`src/rtl/cycle_sequencer_if.sv`:
```
// rtl/cycle_sequencer_if.sv - control, decoder-enable and strobe bundle around the cycle sequencer
interface cycle_sequencer_if;
    logic        RUN;
    logic        STEP;
    logic        nPC_LD;
    logic        nSK_EN;
    logic        SKIP_COND;
    logic        nFA_EN;
    logic        IR_LD;
    logic        OUT_EN;
    logic        ST_PULSE;
    logic        FLAG_LD;
    logic        PC_LD;
    logic        PC_INC;
    logic        BUSY;
    logic [2:0]  STATE;
    logic [15:0] INSTR_CNT;

    modport master (
        output RUN, STEP, nPC_LD, nSK_EN, SKIP_COND, nFA_EN,
        input  IR_LD, OUT_EN, ST_PULSE, FLAG_LD, PC_LD, PC_INC, BUSY, STATE, INSTR_CNT
    );

    modport slave (
        input  RUN, STEP, nPC_LD, nSK_EN, SKIP_COND, nFA_EN,
        output IR_LD, OUT_EN, ST_PULSE, FLAG_LD, PC_LD, PC_INC, BUSY, STATE, INSTR_CNT
    );
endinterface

```
`src/rtl/cycle_sequencer.sv`:
```
// rtl/cycle_sequencer.sv - FETCH/DECODE/EXEC/WB(/SKIP) instruction-cycle sequencer with one-clock strobes
module cycle_sequencer #(
    parameter int TICK_DIV = 1,
    parameter int DIV_W    = 16
) (
    input  logic              CLK,
    input  logic              nRST,
    cycle_sequencer_if.slave  bus
);
    typedef enum logic [2:0] {
        IDLE   = 3'd0,
        FETCH  = 3'd1,
        DECODE = 3'd2,
        EXEC   = 3'd3,
        WB     = 3'd4,
        SKIP   = 3'd5
    } seqState_e;

    localparam logic [DIV_W-1:0] TICK_LAST = DIV_W'(TICK_DIV - 1);

    seqState_e        state;
    seqState_e        stateNext;
    logic [DIV_W-1:0] divCnt;
    logic             tick;
    logic             stepMeta;
    logic             stepSync;
    logic             stepSyncQ;
    logic             stepRise;
    logic             pending;
    logic             nPcLdQ;
    logic             nSkEnQ;
    logic             skipCondQ;
    logic             nFaEnQ;
    logic             irLdQ;
    logic             stPulseQ;
    logic             flagLdQ;
    logic             pcLdQ;
    logic             pcIncQ;
    logic [15:0]      instrCnt;
    logic             enterWb;
    logic             enterSkip;
    logic             enterDecode;
    logic             leaveIdle;

    assign tick        = (divCnt == TICK_LAST);
    assign stepRise    = stepSync & ~stepSyncQ;
    assign enterWb     = (state == EXEC) && tick;
    assign enterSkip   = (stateNext == SKIP) && (state != SKIP);
    assign enterDecode = (stateNext == DECODE) && (state != DECODE);
    assign leaveIdle   = (state == IDLE) && (stateNext != IDLE);

    always_comb begin
        stateNext = state;
        case (state)
            IDLE:   if (bus.RUN || pending) stateNext = FETCH;
            FETCH:  if (tick) stateNext = DECODE;
            DECODE: if (tick) stateNext = EXEC;
            EXEC:   if (tick) stateNext = WB;
            WB: begin
                // a taken jump overrides the skip condition
                if (tick) begin
                    if (!nSkEnQ && skipCondQ && nPcLdQ) stateNext = SKIP;
                    else if (bus.RUN)                   stateNext = FETCH;
                    else                                stateNext = IDLE;
                end
            end
            SKIP:   if (tick) stateNext = bus.RUN ? FETCH : IDLE;
            default: stateNext = IDLE;
        endcase
    end

    always_ff @(posedge CLK or negedge nRST) begin
        if (!nRST) state <= IDLE;
        else       state <= stateNext;
    end

    always_ff @(posedge CLK or negedge nRST) begin
        if (!nRST) begin
            divCnt    <= '0;
            stepMeta  <= 1'b0;
            stepSync  <= 1'b0;
            stepSyncQ <= 1'b0;
            pending   <= 1'b0;
        end else begin
            if (state == IDLE || tick) divCnt <= '0;
            else                       divCnt <= divCnt + DIV_W'(1);

            stepMeta  <= bus.STEP;
            stepSync  <= stepMeta;
            stepSyncQ <= stepSync;

            // presses during free-run are dropped; a fresh edge outranks the clear on IDLE exit
            if (bus.RUN)       pending <= 1'b0;
            else if (stepRise) pending <= 1'b1;
            else if (leaveIdle) pending <= 1'b0;
        end
    end

    always_ff @(posedge CLK or negedge nRST) begin
        if (!nRST) begin
            nPcLdQ    <= 1'b0;
            nSkEnQ    <= 1'b0;
            skipCondQ <= 1'b0;
            nFaEnQ    <= 1'b0;
            irLdQ     <= 1'b0;
            stPulseQ  <= 1'b0;
            flagLdQ   <= 1'b0;
            pcLdQ     <= 1'b0;
            pcIncQ    <= 1'b0;
            instrCnt  <= 16'h0000;
        end else begin
            if (enterWb) begin
                nPcLdQ    <= bus.nPC_LD;
                nSkEnQ    <= bus.nSK_EN;
                skipCondQ <= bus.SKIP_COND;
                nFaEnQ    <= bus.nFA_EN;
                instrCnt  <= instrCnt + 16'd1;
            end
            // WB strobes use the same decoder values being captured on this edge
            irLdQ    <= enterDecode;
            stPulseQ <= enterWb;
            flagLdQ  <= enterWb && !bus.nFA_EN;
            pcLdQ    <= enterWb && !bus.nPC_LD;
            pcIncQ   <= (enterWb && bus.nPC_LD) || enterSkip;
        end
    end

    assign bus.IR_LD     = irLdQ;
    assign bus.ST_PULSE  = stPulseQ;
    assign bus.FLAG_LD   = flagLdQ;
    assign bus.PC_LD     = pcLdQ;
    assign bus.PC_INC    = pcIncQ;
    assign bus.OUT_EN    = (state == EXEC) || (state == WB);
    assign bus.BUSY      = (state != IDLE);
    assign bus.STATE     = state;
    assign bus.INSTR_CNT = instrCnt;

    logic unusedFaEn;
    assign unusedFaEn = nFaEnQ;
endmodule

```
`src/flat_wrapper.sv`:
```
// flat-port wrapper written by rule: the top's interface ports become plain ports
module cycle_sequencer_flat 
#(
    parameter int TICK_DIV = 1,
    parameter int DIV_W    = 16
)
  (CLK, nRST, bus_RUN, bus_STEP, bus_nPC_LD, bus_nSK_EN, bus_SKIP_COND, bus_nFA_EN, bus_IR_LD, bus_OUT_EN, bus_ST_PULSE, bus_FLAG_LD, bus_PC_LD, bus_PC_INC, bus_BUSY, bus_STATE, bus_INSTR_CNT);
  cycle_sequencer_if bus_i ();
  input  logic CLK;
  input  logic nRST;
  input wire logic [$bits(bus_i.RUN)-1:0] bus_RUN;
  input wire logic [$bits(bus_i.STEP)-1:0] bus_STEP;
  input wire logic [$bits(bus_i.nPC_LD)-1:0] bus_nPC_LD;
  input wire logic [$bits(bus_i.nSK_EN)-1:0] bus_nSK_EN;
  input wire logic [$bits(bus_i.SKIP_COND)-1:0] bus_SKIP_COND;
  input wire logic [$bits(bus_i.nFA_EN)-1:0] bus_nFA_EN;
  output wire logic [$bits(bus_i.IR_LD)-1:0] bus_IR_LD;
  output wire logic [$bits(bus_i.OUT_EN)-1:0] bus_OUT_EN;
  output wire logic [$bits(bus_i.ST_PULSE)-1:0] bus_ST_PULSE;
  output wire logic [$bits(bus_i.FLAG_LD)-1:0] bus_FLAG_LD;
  output wire logic [$bits(bus_i.PC_LD)-1:0] bus_PC_LD;
  output wire logic [$bits(bus_i.PC_INC)-1:0] bus_PC_INC;
  output wire logic [$bits(bus_i.BUSY)-1:0] bus_BUSY;
  output wire logic [$bits(bus_i.STATE)-1:0] bus_STATE;
  output wire logic [$bits(bus_i.INSTR_CNT)-1:0] bus_INSTR_CNT;
  assign bus_i.RUN = bus_RUN;
  assign bus_i.STEP = bus_STEP;
  assign bus_i.nPC_LD = bus_nPC_LD;
  assign bus_i.nSK_EN = bus_nSK_EN;
  assign bus_i.SKIP_COND = bus_SKIP_COND;
  assign bus_i.nFA_EN = bus_nFA_EN;
  assign bus_IR_LD = bus_i.IR_LD;
  assign bus_OUT_EN = bus_i.OUT_EN;
  assign bus_ST_PULSE = bus_i.ST_PULSE;
  assign bus_FLAG_LD = bus_i.FLAG_LD;
  assign bus_PC_LD = bus_i.PC_LD;
  assign bus_PC_INC = bus_i.PC_INC;
  assign bus_BUSY = bus_i.BUSY;
  assign bus_STATE = bus_i.STATE;
  assign bus_INSTR_CNT = bus_i.INSTR_CNT;
  cycle_sequencer #(.TICK_DIV(TICK_DIV), .DIV_W(DIV_W)) u_core (.CLK(CLK), .nRST(nRST), .bus(bus_i));
endmodule
```
`config.mk`:
```
export PLATFORM = sky130hd
export DESIGN_NAME = cycle_sequencer_flat
export DESIGN_NICKNAME = d
export VERILOG_FILES = /design/src/rtl/cycle_sequencer_if.sv /design/src/rtl/cycle_sequencer.sv /design/src/flat_wrapper.sv
export SDC_FILE = /design/constraint.sdc
export NUM_CORES = 1
export LEC_CHECK = 0
export ABC_AREA = 1
export CAP_MARGIN = 10
export CORE_ASPECT_RATIO = 0.75
export CORE_MARGIN = 10
export CORE_UTILIZATION = 30
export CTS_CLUSTER_SIZE = 40
export DETAILED_ROUTE_END_ITERATION = 10
export HOLD_SLACK_MARGIN = 0.06
export PLACE_DENSITY = 0.49
export SYNTH_ARGS = -nofsm -noshare
export SYNTH_HDL_FRONTEND = slang
export SYNTH_SLANG_ARGS = --single-unit
```
`constraint.sdc`:
```
create_clock -name CLK -period 1.6 [get_ports CLK]
set_input_delay 0.24 -clock CLK [delete_from_list [all_inputs] [get_ports CLK]]
set_output_delay 0.24 -clock CLK [all_outputs]
set_load 0.05 [all_outputs]
```
Yosys cells after proc, flatten, opt, wreduce, memory -nomap -nowiden
Cells that the tools add are included.

word-level totals
  output and inout bits = 26
  input port bits = 8
  word-level logic and storage cells = 62
  bits in registers = 47

operators by class
  mux-type cells = 13
  add/subtract/negate cells = 2
  reduce and logical (&&, ||, !) cells = 21
  bitwise gates (word level) = 2
  equal/unequal tests = 9

operator list
  kind                                                   number
  adder 16 x 1 -> 16 bit, second input constant          2
  two-way mux 3 bit                                      7
  one-hot mux 3 bit (6 select lines)                     1
  zero test 16 bit                                       1
  two-way mux 16 bit                                     1
  equality test 3 x 2 -> 1 bit, second input constant    3
  equality test 3 bit, second input constant             3
  logical AND 1 bit                                      9
  nonzero test 3 bit                                     3
  logical OR 1 bit                                       4
  two-way mux 1 bit                                      4
  equality test 3 x 1 -> 1 bit, second input constant    1
  zero test 1 bit                                        3
  zero test 3 bit                                        1
  inequality test 3 x 2 -> 1 bit, second input constant  1
  inequality test 3 bit, second input constant           1
  bitwise AND 1 bit                                      1
  inverter 1 bit                                         1

Longest topological paths before layout
Gate-level depths: netlist (run 1).

  word-level depth = 11
  gate-level depth with buffers = 12

Least setup slack after synthesis (run 1)
OpenSTA, ideal clock, no wires.

  kind = register -> register
  from = register u_core.state[1], in the netlist u_core.bus.STATE[1]
  to = register u_core.divCnt[6]
  path slack = -0.221 ns
  cell stages (with the launch flop) = 6
  path buffers = 1
  data arrival time = 1.735 ns
  period minus slack after synthesis = 1.821 ns
  cell sequence = dfrtp_1 nor2_1 nand2_1 nand2_1 buf_4 nor3_1

between the ends
  word-level cells in the longest chain between the ends = 3

RTL lines
  what                    RTL line               text
  start, declared         cycle_sequencer.sv:21  seqState_e state;
  start signal, assigned  cycle_sequencer.sv:74  else state <= stateNext;
  zero test 3 bit         cycle_sequencer.sv:85  if (state == IDLE || tick) divCnt <= '0;
  logical OR 1 bit        cycle_sequencer.sv:85
  two-way mux 16 bit      cycle_sequencer.sv:85
  end signal, assigned    cycle_sequencer.sv:86  else divCnt <= divCnt + DIV_W'(1);
  end, declared           cycle_sequencer.sv:23  logic [DIV_W-1:0] divCnt;

No other way between the ends.
A chain may end at the register's enable or synchronous reset.

Final worst setup path (run 1)
  from = register u_core.state[2], in the netlist u_core.bus.STATE[2]
  to = output port bus_OUT_EN

between the ends
  word-level cells in the longest chain between the ends = 2

RTL lines
  what                                                                 RTL line                text
  equality test 3 x 2 -> 1 bit or equality test 3 bit (tied branches)  cycle_sequencer.sv:133  assign bus.OUT_EN = (state == EXEC) || (state == WB);
  logical OR 1 bit *                                                   cycle_sequencer.sv:133
  end, declared                                                        flat_wrapper.sv:18      output wire logic [$bits(bus_i.OUT_EN)-1:0] bus_OUT_EN;

Every way passes the cells marked *; elsewhere a longest branch is shown, timed or not.

==> flow_results.org, run 1 <==
** STA
- Number of max-slew violations in the final report :: 0
- Setup ws final :: 0.0229 ns
- Timing would allow up to about 630 MHz.
- Clock skew after layout :: 0.00648 ns
- For the pin with the worst max-slew slack, the measured transition is around 0.27 ns.
- Final setup TNS :: 0 ns
- RSZ-0062 raised after global routing :: true
- Worst-case hold slack :: roughly 0.36 ns
- Time the final worst path needs with I/O delays and setup :: between 1.5 and 2 ns
- Setup violations remaining at the end of the flow were counted as 0.
- The final-report hold violation count is 0.
- Dividing the final minimum period by the clock period gives 0.986.
- In this run the tightest slew margin relative to its limit is 0.819.

** Setup path
- STA classifies the critical path startpoint as a flop.
- Type of element capturing the critical path :: primary output
- The worst register-to-register path has a depth of 10.
- The worst register-to-register path ends at u_core.bus.INSTR_CNT[4]$_DFFE_PN0P_.
- Crit path from :: u_core.bus.STATE[2]$_DFF_PN0_
- For flop-to-flop paths, the worst setup slack is 0.03 ns.
- Data on the critical path is required at its endpoint by between 1 and 1.5 ns.
- R2r startpoint :: u_core.divCnt[0]$_DFF_PN0_
- Along the worst path, the maximum fanout reaches 4.
- Type of the setup path with the least slack :: reg -> out
- Data arrives at the worst endpoint at between 1 and 1.5 ns.

** Clock tree
- Insertion delay to the later sink of the worst-skew pair :: 0.29 ns
- TritonCTS sink count :: between 40 and 50
- Maximum number of buffers from clock root to sink :: 2
- Counting the buffers created by CTS gives 5.
- Number of H-tree branching levels :: 2
- After clock tree synthesis, the clock-pin slew on the worst setup and hold paths is 0.07 ns.
- Root Driver :: sky130_fd_sc_hd__clkbuf_16
- CTS tree :: done

** Floorplan
- Row generation in the floorplan step produced 29 rows.
- 34 I/O pins were placed.
- The initial utilization of the core area, before any placement, comes to 0.307.
- In this run the standard cell core region covers about 8500 um^2.
- Area enclosed by the die boundary :: between 10000 and 15000 um^2
- From left edge to right edge, the die measures 127 um.
- Height of the chip :: 101 um

** Routing
- In the routed design, unresolved DRC markers number 0.
- In this run the remaining antenna-violating nets after routing total 0.
- The detailed router placed 2277 vias in this run.
- Drt pass-1 iters :: 4
- Dividing the detail-routed via count by the number of cells gives roughly 4.6.
- Routed wire length per instance :: 12.7 um
- Total wire length after detailed routing :: approximately 6300 um
- The detailed router finished its first iteration with between 100 and 150 violations.

** Synthesis
- Number of instances in the synthesized netlist :: 330
- Counting flops and latches in the post-synthesis netlist gives 47.
- The compound-cell area share of the yosys netlist came to 0.0510.
- Synthesis produced a netlist with a net count of around 340.
- Of the synthesized area, sequential elements account for 0.453.
- Simple-gate area share of the yosys netlist :: 0.335
- Synthesized-area fraction occupied by adder cells :: 0.0144
- Dividing the synthesized area by the synthesized cell count gives 7.87 um^2.
- Main combinational cell family by area after synthesis :: simple AND/OR/NAND/NOR gates
- Area of the mapped netlist :: 2600 um^2
- Number of flops mapped to enable cells by yosys :: 0
- Share of synthesized registers carrying an async set or reset :: 1.00
- Top flip-flop cell by instance count after synthesis :: sky130_fd_sc_hd__dfrtp_1
- The synthesized netlist contains 24 unique library cells.
- Of the post-synthesis cell area, the part taken by muxes is 0.
- Yosys printed 0 warnings.
- Of the total synthesized cell area, the portion taken by XOR and XNOR cells is 0.0607.

** Cells and area
- Commonest cells after routing, fill and taps aside :: sky130_fd_sc_hd__nand2_1, sky130_fd_sc_hd__nor2_1, sky130_fd_sc_hd__inv_1
- Nets :: 396
- Of the cells placed in the final design, the portion with a size suffix greater than 1 is 0.277.
- Utilization after layout :: 0.409
- Final Non-Filler Cells :: 494
- The area growth from synthesis to layout is 32.9%.
- The number of antenna diodes in the final layout is 0.
- Commonest non-fill, non-tap cell in the layout :: sky130_fd_sc_hd__nand2_1

** Global routing
- Final global-route overflow total :: 0
- The number of antenna violations at the first check in global routing is 0.
- Pin count of the biggest net entering global routing :: between 40 and 50
- GR Util All Layers :: 0.0992
- Vias in the first global route :: 2181
- First-pass GRT wire length :: about 11000 um

** Place
- At the end of routability-driven placement, the weighted congestion stood at 0.850.
- Number of placed instances with taps included :: ~480
- Detailed placement ended at an HPWL of 4610 um.
- During placement, the flow inserted port buffers numbering 33.
- At the placement stage, the worst setup path has a slack of -0.0856 ns.

** Power
- In this run the static leakage power is 1.59 nW.
- IR analysis of the VDD net gives a maximum drop of 1200 uV.
- Power density over the cells :: 1360 nW/um^2

** Worst hold path
- The worst hold path was traced through 0 stages.
- The worst hold path begins at u_core.stepMeta$_DFF_PN0_.
- Worst hold endpoint :: u_core.stepSync$_DFF_PN0_
- Worst hold-check path type :: reg -> reg

** Run
- Number of violations of the max-capacitance limit :: 0

** Status
- The run finished with clean final reports.
## per-layer routing
layer / track usage / routed length [um] / up-vias
li1: - / - / 1151
met1: 0.141 / 3220 / 1068
met2: 0.147 / 2710 / 53
met3: 0.0205 / 280 / 5
met4: 0.0314 / 74 / 0
met5: 0 / 0 / -
## worst max path at each step
| stage | endpoint | slack (ns) | cells past startpoint |
|---|---|---|---|
| after floorplan | u_core.bus.INSTR_CNT[14]$_DFFE_PN0P_ | 0.005 | 5 |
| after global routing | bus_OUT_EN | -0.08 | 6 |
| after CTS | bus_OUT_EN | -0.03 | 6 |
| after global placement | u_core.bus.IR_LD$_DFF_PN0_ | -0.05 | 11 |
| final | bus_OUT_EN | 0.02 | 6 |
| after detailed placement | u_core.bus.IR_LD$_DFF_PN0_ | -0.09 | 11 |
## metrics by stage
stage	power (W)	cell area, um^2
after detailed placement	0.00331	3110
after floorplan	0.00271	2610
after global placement	0.00332	3110
after global routing	0.00495	3450
final	0.00468	3450
after CTS	0.00458	3310
## cells in the mapped netlist (all sizes together) (4+ instances only)
library cell	count	area (um^2)
xor2	14	123
nor3	17	108
a21oi	7	35.0
nand2	75	294
nand3	24	130
o21ai	15	75.1
dfrtp	47	1180
nor2	61	279
inv	46	173
buf	5	52.6
xnor2	4	35.0
nand4	7	43.8
## critical path, stage by stage (launching register included)
cell                      delay, ns
sky130_fd_sc_hd__dfrtp_2       0.42
sky130_fd_sc_hd__inv_2         0.09
sky130_fd_sc_hd__nand2_1       0.10
sky130_fd_sc_hd__nor2_4        0.12
sky130_fd_sc_hd__inv_1         0.08
sky130_fd_sc_hd__nand2_2       0.09
sky130_fd_sc_hd__buf_12        0.14
## power by group
part | internal (W) | switching, W | total (W)
sequential | 0.00138 | 0.000176 | 0.00155
clock | 0.000743 | 0.000480 | 0.00122
combinational | 0.000666 | 0.00124 | 0.00191
## repair_timing
| action | 4_1_cts | 5_1_grt |
|---|---|---|
| pin swaps | 0 | 4 |
| buffers inserted | 1 | 7 |
| endpoints found under the setup margin | 10 | 35 |
| hold buffers | 1 | 0 |
| endpoints found under the hold margin | 47 | 0 |
| gates resized for setup | 2 | 28 |
## logic make-up after synthesis
family,Yosys count
XOR/XNOR,18
AND/OR/NAND/NOR,186
AO/OA/AOI/OAI,25
flip-flops,47
adder cells (fa/ha/maj),3
buffers and inverters,51
## final cells by class
class | instances | area (um^2)
fill | 872 | 5000
multi-input combinational | 232 | 1270
sequential | 47 | 1190
timing repair buffer | 53 | 512
inverter | 46 | 175
tap | 108 | 135
clock buffer | 5 | 125
clock inverter | 3 | 46.3
Power figures use the tool's default switching activity.
==> run 2: changes to the inputs <==
Settings changed: DONT_BUFFER_PORTS set to 1, PLACE_DENSITY 0.49 to 0.44.
==> flow_results.org, run 2 (same netlist as run 1, synthesis figures left out) <==
** Clock tree
- The clock transition at the registers of the reported paths was 0.07 ns (about the same).
- CTS tree :: done (unchanged)
- Number of H-tree branching levels :: 2 (unchanged)
- Insertion delay to the later sink of the worst-skew pair :: 0.29 ns (about the same)
- The total CTS buffers is 5 (unchanged).
- The library cell used as clock root buffer is sky130_fd_sc_hd__clkbuf_16 (unchanged).
- TritonCTS sink count :: 47 (unchanged)
- The maximum clock insertion buffer count is 2 (unchanged).

** Status
- Failing checks :: setup timing
- Run status: finished, violations left (was completed).

** Floorplan
- Initial Utilization :: 0.307 (unchanged)
- Area enclosed by the die boundary :: 12800 um^2 (unchanged)
- Height of the chip :: 101 um (unchanged)
- The width of the die came to 127 um (unchanged).
- The number of rows created at floorplan is 29 (unchanged).
- Top-level I/O count :: 34 (unchanged)
- Std-Cell Core Area :: 8450 um^2 (unchanged)

** STA
- The count of final max-slew check failures was 0 (unchanged).
- Ratio of final minimum period to clock period :: 1.01 (was 0.986)
- The minimum setup slack in the final design was -0.0159 ns (was 0.0229 ns).
- The worst slew slack as a fraction of its limit came to 0.686 (was 0.819).
- Time the final worst path needs with I/O delays and setup :: 1.62 ns (was 1.58 ns)
- Transition time of the tightest slew-check pin :: 0.471 ns (was 0.269 ns)
- RSZ-0062 raised after global routing :: true (unchanged)
- The final-report hold violation count is 0 (unchanged).
- Worst-case hold slack :: 0.273 ns (was 0.359 ns)
- The peak clock frequency supported by timing came to 619 MHz (was 634 MHz).
- Clock skew after layout :: 0.00587 ns (was 0.00648 ns)
- The number of endpoints failing setup at the final stage came to 1 (was 0).

** Routing
- Metal1 wirelength :: 3330 um (was 3220 um)
- Starting DRC count in detailed routing :: 86 (was 133)
- The met3 wire length is 354 um (was 280 um).
- Highest metal layer with signal wires :: met4 (unchanged)
- The final wirelength was 6330 um (was 6280 um).
- Remaining routing DRC violations :: 0 (unchanged)
- The count of vias placed by the detailed router was 2151 (was 2277).
- Metal2 WL :: 2550 um (was 2710 um)
- Drt pass-1 iters :: 4 (unchanged)
- The remaining number of nets flagged by the antenna check after routing is 0 (unchanged).
- The average via count per standard cell came to 4.44 (was 4.61).
- The per-cell routed wire length was 13.1 um (was 12.7 um).

** Cells and area
- The core occupancy in the finished layout is 0.404 (was 0.409).
- Diodes inserted :: 0 (unchanged)
- The combined flip-flop and latch cell area came to 1180 um^2 (was 1190 um^2).
- The share of cells above drive strength 1 is 0.261 (was 0.277).
- The commonest non-fill, non-tap cell in the layout was sky130_fd_sc_hd__nand2_1 (unchanged).
- The number of filler cells placed in the layout was 882 (was 872).
- The finished layout cell area is 3420 um^2 (was 3450 um^2).
- The post-synthesis to final-layout area growth was 31.5% (was 32.9%).
- Area taken by multi-input logic gates :: 1310 um^2 (was 1270 um^2)
- The final net count is 386 (was 396).
- Commonest cells after routing, fill and taps aside :: sky130_fd_sc_hd__nand2_1, sky130_fd_sc_hd__nor2_1, sky130_fd_sc_hd__dfrtp_1 (was sky130_fd_sc_hd__nand2_1, sky130_fd_sc_hd__nor2_1, sky130_fd_sc_hd__inv_1)
- Final Non-Filler Cells :: 484 (was 494)

** Place
- The total cell area at the placement stage is 2980 um^2 (was 3110 um^2).
- The post-placement worst setup slack was 0.0506 ns (was -0.0856 ns).
- Number of placed instances with taps included :: 465 (was 477)
- The routability congestion estimate from global placement is 0.827 (was 0.850).
- The sum of net half-perimeters after detailed placement was 4670 um (was 4610 um).
- The count of buffers from port buffering is 0 (was 33).

** Worst hold path
- The path class of the lowest-slack min-delay path is in -> reg (was reg -> reg).

** Global routing
- Initial antenna violation count :: 0 (unchanged)
- GR Util All Layers :: 0.0998 (was 0.0992)
- The pin count of the biggest net entering global routing came to 48 (unchanged).
- Final global-route overflow total :: 0 (unchanged)
- The number of global-route vias before repair came to 2122 (was 2181).
- The first-pass GRT wire length is 10400 um (was 10600 um).

** Setup path
- The endpoint required time on the critical path was 1.81 ns (was 1.36 ns).
- The category of the critical setup timing path is reg -> reg (was reg -> out).
- The arrival time reported for the critical path endpoint came to 1.83 ns (was 1.34 ns).
- Type of element capturing the critical path :: flop (was primary output)
- Maximum fanout along the worst path :: 6 (was 4)
- Critical Path Start Type :: flop (unchanged)

** Power
- The leakage power of the design was 1.58 nW (was 1.59 nW).
- Power density over the cells :: 1370 nW/um^2 (was 1360 nW/um^2)
- The maximum vdd drop was 810 uV (was 1200 uV).

** Run
- Number of violations of the max-capacitance limit :: 0 (unchanged)
run 2: changes by cell type in the layout (fill, tap and decap cells not counted), moves of 2 or more:
cell	delta
sky130_fd_sc_hd__buf_12	-3
sky130_fd_sc_hd__clkdlybuf4s50_1	-6
sky130_fd_sc_hd__nor2_1	+4
sky130_fd_sc_hd__dlygate4sd3_1	+6
sky130_fd_sc_hd__buf_6	-2
sky130_fd_sc_hd__buf_4	-6
sky130_fd_sc_hd__inv_2	+2
sky130_fd_sc_hd__dfrtp_2	-2
sky130_fd_sc_hd__dfrtp_1	+2
sky130_fd_sc_hd__nor2_2	-4
sky130_fd_sc_hd__inv_1	-3
sky130_fd_sc_hd__nand2_1	-3
sky130_fd_sc_hd__nand2_4	+3
run 2: layer usage:
metal  GRT usage  vias to the layer above
met2       0.133                       46
met3      0.0321                        8
met5           0                        -
li1            -                     1130
met4      0.0393                        0
met1       0.143                      967
run 2: final timing paths:
check,from,endpoint,slack (ns),depth (start not counted)
hold / removal,bus_RUN,u_core.bus.STATE[0]$_DFF_PN0_,0.27,4
max in group asynchronous,nRST,u_core.bus.STATE[0]$_DFF_PN0_,0.91,2
setup / recovery,u_core.divCnt[1]$_DFF_PN0_,u_core.bus.INSTR_CNT[4]$_DFFE_PN0P_,-0.02,10
hold reg to reg,u_core.stepMeta$_DFF_PN0_,u_core.stepSync$_DFF_PN0_,0.35,0
setup reg to reg,u_core.divCnt[1]$_DFF_PN0_,u_core.bus.INSTR_CNT[4]$_DFFE_PN0P_,-0.02,10
min in group asynchronous,nRST,u_core.divCnt[9]$_DFF_PN0_,0.47,2
run 2: metrics by stage:
stage,total power [W],setup TNS (ns)
floorplan,0.00271,0
global placement,0.00324,0
detailed placement,0.00323,0
CTS,0.00450,0
global route,0.00500,-0.887
finish,0.00469,-0.0159
run 2: where the power goes:
group | total [W] | leakage (nW) | switching (W) | internal, W
clock network | 0.00119 | 0.0838 | 0.000451 | 0.000737
logic | 0.00185 | 0.871 | 0.00119 | 0.000665
registers | 0.00165 | 0.621 | 0.000276 | 0.00138
total | 0.00469 | 1.58 | 0.00191 | 0.00278
run 2: timing repair:
action,CTS,global route
setup buffers,0,2
pin swaps,0,10
hold buffers,7,1
hold endpoints to repair,53,1
resized for setup,1,36
gates cloned,0,1
endpoints found under the setup margin,1,32
run 2: worst max-delay path, cell delays in order (launching register included):
cell,delay [ns]
sky130_fd_sc_hd__dfrtp_1,0.41
sky130_fd_sc_hd__inv_2,0.08
sky130_fd_sc_hd__ha_4,0.13
sky130_fd_sc_hd__inv_2,0.03
sky130_fd_sc_hd__nor2_2,0.10
sky130_fd_sc_hd__nand2_2,0.09
sky130_fd_sc_hd__nor2_4,0.17
sky130_fd_sc_hd__nand3_4,0.11
sky130_fd_sc_hd__buf_12,0.16
sky130_fd_sc_hd__nor3_4,0.11
sky130_fd_sc_hd__xor2_1,0.15
run 2: area by class of cell:
type,count,share of cell area
Sequential cell,47,0.347
Clock buffer,5,0.0366
Tap cell,108,0.0395
Clock inverter,3,0.0128
Inverter,46,0.0549
Multi-Input combinational cell,232,0.383
Timing Repair Buffer,43,0.126
